**src/rtl/sub_store_packer.sv**
```systemverilog
// Narrows a 32-bit store to byte/half/word and commits it to a word-only memory port,
// using read-modify-write for sub-word stores. Define MISALIGN_TRAP_EN to trap misaligned stores.
module sub_store_packer (
    input  logic        clk,
    input  logic        reset,
    input  logic        req_valid,
    output logic        req_ready,
    input  logic [31:0] req_addr,
    input  logic [31:0] req_wdata,
    input  logic [1:0]  req_size,
    output logic [31:0] mem_addr,
    output logic        mem_rd,
    input  logic [31:0] mem_rdata,
    input  logic        mem_rvalid,
    output logic        mem_wr,
    output logic [31:0] mem_wdata,
    input  logic        mem_wack,
    output logic        done,
    output logic        err
);

    localparam logic [2:0] ST_IDLE  = 3'd0;
    localparam logic [2:0] ST_READ  = 3'd1;
    localparam logic [2:0] ST_WRITE = 3'd2;
    localparam logic [2:0] ST_DONE  = 3'd3;
    localparam logic [2:0] ST_ERR   = 3'd4;

    localparam logic [1:0] SZ_WORD = 2'b00;
    localparam logic [1:0] SZ_HALF = 2'b01;
    localparam logic [1:0] SZ_BYTE = 2'b10;
    localparam logic [1:0] SZ_BAD  = 2'b11;

    logic [2:0]  state_q, state_d;
    logic [31:0] mem_addr_q, mem_addr_d;
    logic [15:0] wdata_q, wdata_d;
    logic [1:0]  size_q, size_d;
    logic [1:0]  lane_q, lane_d;
    logic [31:0] mem_wdata_q, mem_wdata_d;
    logic        mem_rd_q, mem_rd_d;
    logic        mem_wr_q, mem_wr_d;
    logic        done_q, done_d;
    logic        err_q, err_d;
    logic        reject_s;

    // Replace only the addressed lane of the old word; half stores ignore lane[0]
    function automatic logic [31:0] merge_lane(
        input logic [31:0] old_word,
        input logic [15:0] data,
        input logic [1:0]  size,
        input logic [1:0]  lane
    );
        logic [31:0] merged;
        merged = old_word;
        case (size)
            SZ_BYTE: merged[{lane, 3'b000} +: 8]        = data[7:0];
            SZ_HALF: merged[{lane[1], 4'b0000} +: 16]   = data;
            default: merged = old_word;
        endcase
        return merged;
    endfunction

`ifdef MISALIGN_TRAP_EN
    logic misalign_s;

    // Misalignment detection for the trapping configuration
    always_comb begin
        misalign_s = 1'b0;
        case (req_size)
            SZ_HALF: misalign_s = req_addr[0];
            SZ_WORD: misalign_s = (req_addr[1:0] != 2'b00);
            default: misalign_s = 1'b0;
        endcase
    end

    assign reject_s = (req_size == SZ_BAD) || misalign_s;
`else
    assign reject_s = (req_size == SZ_BAD);
`endif

    // Next-state and datapath selection
    always_comb begin
        state_d     = state_q;
        mem_addr_d  = mem_addr_q;
        wdata_d     = wdata_q;
        size_d      = size_q;
        lane_d      = lane_q;
        mem_wdata_d = mem_wdata_q;
        case (state_q)
            ST_IDLE: begin
                if (req_valid) begin
                    mem_addr_d = {req_addr[31:2], 2'b00};
                    wdata_d    = req_wdata[15:0];
                    size_d     = req_size;
                    lane_d     = req_addr[1:0];
                    if (reject_s) begin
                        state_d = ST_ERR;
                    end else if (req_size == SZ_WORD) begin
                        state_d     = ST_WRITE;
                        mem_wdata_d = req_wdata;
                    end else begin
                        state_d = ST_READ;
                    end
                end else begin
                    state_d = ST_IDLE;
                end
            end
            ST_READ: begin
                if (mem_rvalid) begin
                    state_d     = ST_WRITE;
                    mem_wdata_d = merge_lane(mem_rdata, wdata_q, size_q, lane_q);
                end else begin
                    state_d = ST_READ;
                end
            end
            ST_WRITE: begin
                if (mem_wack) begin
                    state_d = ST_DONE;
                end else begin
                    state_d = ST_WRITE;
                end
            end
            ST_DONE: state_d = ST_IDLE;
            ST_ERR:  state_d = ST_ERR == state_q ? ST_IDLE : ST_IDLE;
            default: state_d = ST_IDLE;
        endcase
    end

    // Strobes are registered copies of the state being entered
    always_comb begin
        mem_rd_d = (state_d == ST_READ);
        mem_wr_d = (state_d == ST_WRITE);
        done_d   = (state_d == ST_DONE);
        err_d    = (state_d == ST_ERR);
    end

    // State and output registers
    always_ff @(posedge clk or negedge reset) begin
        if (!reset) begin
            state_q     <= ST_IDLE;
            mem_addr_q  <= 32'h0000_0000;
            wdata_q     <= 16'h0000;
            size_q      <= 2'b00;
            lane_q      <= 2'b00;
            mem_wdata_q <= 32'h0000_0000;
            mem_rd_q    <= 1'b0;
            mem_wr_q    <= 1'b0;
            done_q      <= 1'b0;
            err_q       <= 1'b0;
        end else begin
            state_q     <= state_d;
            mem_addr_q  <= mem_addr_d;
            wdata_q     <= wdata_d;
            size_q      <= size_d;
            lane_q      <= lane_d;
            mem_wdata_q <= mem_wdata_d;
            mem_rd_q    <= mem_rd_d;
            mem_wr_q    <= mem_wr_d;
            done_q      <= done_d;
            err_q       <= err_d;
        end
    end

    assign req_ready = (state_q == ST_IDLE);
    assign mem_addr  = mem_addr_q;
    assign mem_wdata = mem_wdata_q;
    assign mem_rd    = mem_rd_q;
    assign mem_wr    = mem_wr_q;
    assign done      = done_q;
    assign err       = err_q;

endmodule

```
**config.mk**
```make
export PLATFORM = sky130hd
export DESIGN_NAME = sub_store_packer
export DESIGN_NICKNAME = d
export VERILOG_FILES = /design/src/rtl/sub_store_packer.sv
export SDC_FILE = /design/constraint.sdc
export NUM_CORES = 1
export LEC_CHECK = 0
export CELL_PAD_IN_SITES_DETAIL_PLACEMENT = 1
export CELL_PAD_IN_SITES_GLOBAL_PLACEMENT = 2
export CORE_UTILIZATION = 26
export DETAILED_ROUTE_END_ITERATION = 7
export PLACE_DENSITY_LB_ADDON = 0.05
export SLEW_MARGIN = 10
export SYNTH_ARGS = -nofsm -noshare
export SYNTH_HDL_FRONTEND = slang
export SYNTH_SLANG_ARGS = --single-unit
```
**constraint.sdc**
```tcl
create_clock -name clk -period 2.4 [get_ports clk]
set_clock_uncertainty 0.1 [all_clocks]
set_input_delay 0.72 -clock clk [delete_from_list [all_inputs] [get_ports clk]]
set_output_delay 0.72 -clock clk [all_outputs]
set_load 0.05 [all_outputs]
```
==> summary by stage <==
Power
Registers are responsible for 25.6% of the overall power. The peak supply drop is roughly 0.59 mV. The total leakage power is approximately 0.0029 uW. Internal power comes to 5530 uW.

The share of total power in the clock network is between 10% and 20%. Power spread over the standard cell area amounts to 1550 mW/mm2. Summed over all nets, the switching power comes to between 5000 and 6000 uW. Of the total power, combinational logic draws 60.0%. Net switching is roughly 48% of the power.

Yosys
In the synthesized netlist, the number of instances is 411. The synthesis warning total is 0. The area share of the largest cell type after synthesis is 50.2%. Sequential cells were found to cover around half of the synthesized design area.

The total standard cell area after synthesis is 0.00444 mm2. After synthesis, the mean cell area works out to roughly 11 um2. The count of state elements after synthesis is 89. The fraction of the mapped netlist area in simple logic gates is 12.3%. In this run, distinct cell masters in the synthesized netlist total 45. In the post-synthesis netlist, the biggest area contributors are dfrtp_1 50%, mux2_1 9.1%, a22o_1 4.1%.

By area, the combinational part of the netlist is dominated by compound AO/OA/AOI/OAI gates. The proportion of synthesized flip-flops having asynchronous set or reset is 100%. The post-synthesis adder-cell area fraction is 2.54%. After Yosys synthesis, XOR and XNOR cells account for 0% of the synthesized area.

The library cell with the largest summed area after synthesis is dfrtp_1. The area fraction in compound gates after synthesis is 19.5%. Among all flip-flop cells after synthesis, the most frequent one is dfrtp_1. The multiplexer area fraction after synthesis is 11.7%. Yosys mapped a number of flops with a built-in enable equal to 0.

Place
Buffers placed on the I/O ports in this run total 169. Detailed placement ended at an HPWL of approximately 11 mm. The cell total after placement is 800. The last weighted congestion value of the routability-driven placer is 0.761.

Clock network
The cell sitting at the root of the clock tree is a clkbuf_16. The clock reaches the later pin of the worst-skew pair after 340 ps. Clock tree synthesis found a total of between 80 and 90 sinks.

The number of buffers added for setup after CTS is 0. After clock tree synthesis, the clock-pin slew on the worst setup and hold paths is 70 ps. The number of buffers inserted by hold repair at cts is 0. The TritonCTS clock tree is yes. The clock tree synthesis step divided the H-tree into 3 levels. Clock tree synthesis inserted a total of 9 buffers. The longest clock path from root to sink contains 2 buffers.

In this run, post-CTS repair resized a total of 0 instances.

Drt
The initial DRC count is 182. In this run the remaining antenna-violating nets after routing total 0. The final layout contains routed wiring with a total length of 15.3 mm. After detailed routing, the number of remaining DRC violations is 0.

The first-pass iteration count of the detailed router is 4. In the routed layout, each cell is associated on average with a via count of 4.79. The total via count after detailed routing is 3917. After detailed routing, the average wire length per cell comes to approximately 19 um.

Global route
For this run the aggregate overflow at the end of global routing stands at 0. The initial antenna violation count is 2. The number of global-route vias before repair is approximately 4200. The overall global routing resource usage is 18.0%. The first global-routing pass estimated 24.3 mm of wire. The maximum number of pins on one net before global-route repair is 90.

Worst setup path
The startpoint of the worst setup timing path is mem_wdata[14]$_DFFE_PN0P_. Traced cell by cell, the critical path runs through clkdlybuf4s50_1. The startpoint of the worst register-to-register path is lane_q[0]$_DFFE_PN0P_.

The slowest stage cell on the critical path is clkdlybuf4s50_1. On the worst path, the slowest cell contributes a delay of 810 ps. The type of origin of the critical path is a flip-flop.

The maximum fanout along the worst path is 2. In this design, the largest share of critical-path delay is due to buffers and inverters. The number of buffer and inverter stages on the critical path is 1. The type of element capturing the critical path is a primary output. STA puts the critical path data required time at 1580 ps. The kind of critical path is reg2out.

The worst endpoint data arrival time is between 1500 and 2000 ps.

Floorplanning
The die covers 0.0176 mm2. For this configuration, the core starts out at a cell density of about a quarter. The floorplan has 47 rows. The area of the core region is 0.0166 mm2. The die is 133 um tall.

In this run the horizontal extent of the chip is about 130 um. Pin placement for this block handled 172 I/O pins.

Timing
For the finished layout, the period the worst path requires is ~2400 ps. Static timing analysis puts the maximum clock frequency at 425 MHz. For the pin with the worst max-slew slack, the measured transition is ~640 ps. The count of final max-slew check failures is 0. The final critical path takes up 98.0% of the cycle. The remaining max-slew budget at the tightest pin is 57.3%. The number of endpoints failing setup at the final stage is 0. The final number of hold-violating endpoints is 0.

Min path
The path type of the worst min-delay path is in2async.

Layout
The post-route netlist has 12.1% of its cells at a drive strength greater than 1. The core occupancy in the finished layout is slightly above 40%. The leading cell type in the layout, fill and taps excluded is clkdlybuf4s50_1. The final layout net count is 703. In the layout the commonest cells are 157 x clkdlybuf4s50_1, 89 x dfrtp_1, 48 x nor2_1, 36 x mux2_1, 32 x buf_4.

Compared with the post-synthesis result, the final layout area differs by 55.3%. The number of standard cells in the layout, taps in and fillers out is 817.

Run status
The flow ran to the end, and the final reports show no timing, DRC or antenna violations.

Run
The tool flagged a number of max-cap violations equal to 0.
[worst paths after layout]
check                                            end  slack (ps)  cells after the start
max reg2reg                mem_wdata[16]$_DFFE_PN0P_         180                      6
max                                    mem_wdata[14]          50                      1
min                        mem_wdata[25]$_DFFE_PN0P_         290                      2
max in group asynchronous     wdata_q[8]$_DFFE_PN0P_        1480                      2
min in group clk           mem_wdata[19]$_DFFE_PN0P_         380                      2
min reg2reg                mem_wdata[19]$_DFFE_PN0P_         380                      2
[sequential cells by signal (all words and copies together), names as in the netlist]
name       count
mem_wr         1
mem_rd         1
wdata_q       16
lane_q         2
mem_addr      30
size_q         2
err            1
mem_wdata     32
state_q        3
done           1
[final cells by class]
type | instances | area [um2]
Fill cell | 1833 | 9750
Sequential cell | 89 | 2230
Multi-Input combinational cell | 286 | 2080
Timing Repair Buffer | 196 | 1950
Tap cell | 220 | 275
Clock buffer | 9 | 225
Clock inverter | 6 | 91.3
Inverter | 9 | 33.8
Antenna cell | 2 | 5.00
[through the flow]
stage	total power (uW)	TNS, ps	hold slack [ps]	setup WS (ps)	instance area, um2
5_1_grt	11300	-11.0	348	-9.26	6890
2_1_floorplan	6720	0	324	204	4450
4_1_cts	10800	0	343	11.1	6880
3_5_place_dp	9180	-6410	369	-256	6560
3_3_place_gp	9080	-5390	364	-196	6560
6_report	10700	0	292	47.4	6890
[power groups by stage]
stage | combinational [uW] | sequential (uW) | clock, uW
final | 6390 | 2730 | 1530
after global routing | 6810 | 2840 | 1650
after CTS | 6430 | 2740 | 1590
after detailed placement | 6420 | 2760 | 0
after global placement | 6340 | 2740 | 0
after floorplan | 2200 | 4520 | 0
[logic make-up (layout without fill, tap and decap cells)]
kind of cell	Yosys count	in the layout
compound gates	118	118
fa+ha+maj	9	9
buf+inv	37	220
flops	89	89
mux	46	46
other cells	1	4
simple gates	111	111
[cell usage after synthesis, drive strengths merged, types with 2 or more instances]
| cell type | count |
|---|---|
| or2 | 2 |
| ha | 9 |
| and2 | 2 |
| a221o | 6 |
| a31oi | 2 |
| buf | 18 |
| or3b | 2 |
| nand4b | 2 |
| nor3 | 2 |
| nor2 | 48 |
| o21ai | 23 |
| nand2b | 5 |
| o22ai | 2 |
| o31ai | 17 |
| a22o | 21 |
| mux2 | 46 |
| a21oi | 15 |
| nand4bb | 2 |
| and3 | 2 |
| a221oi | 10 |
| nor3b | 3 |
| nor2b | 10 |
| nand2 | 26 |
| dfrtp | 89 |
| clkbuf | 10 |
| inv | 9 |
| o311ai | 16 |
| and3b | 2 |
[metal layers]
metal	part of all wire, %	vias up	global-route usage (%)
li1	-	1877	-
met1	48	1927	24.9
met2	46	94	28.3
met3	3.7	19	3.10
met4	1.6	0	6.00
met5	0	-	0
Power figures use the tool's default switching activity.
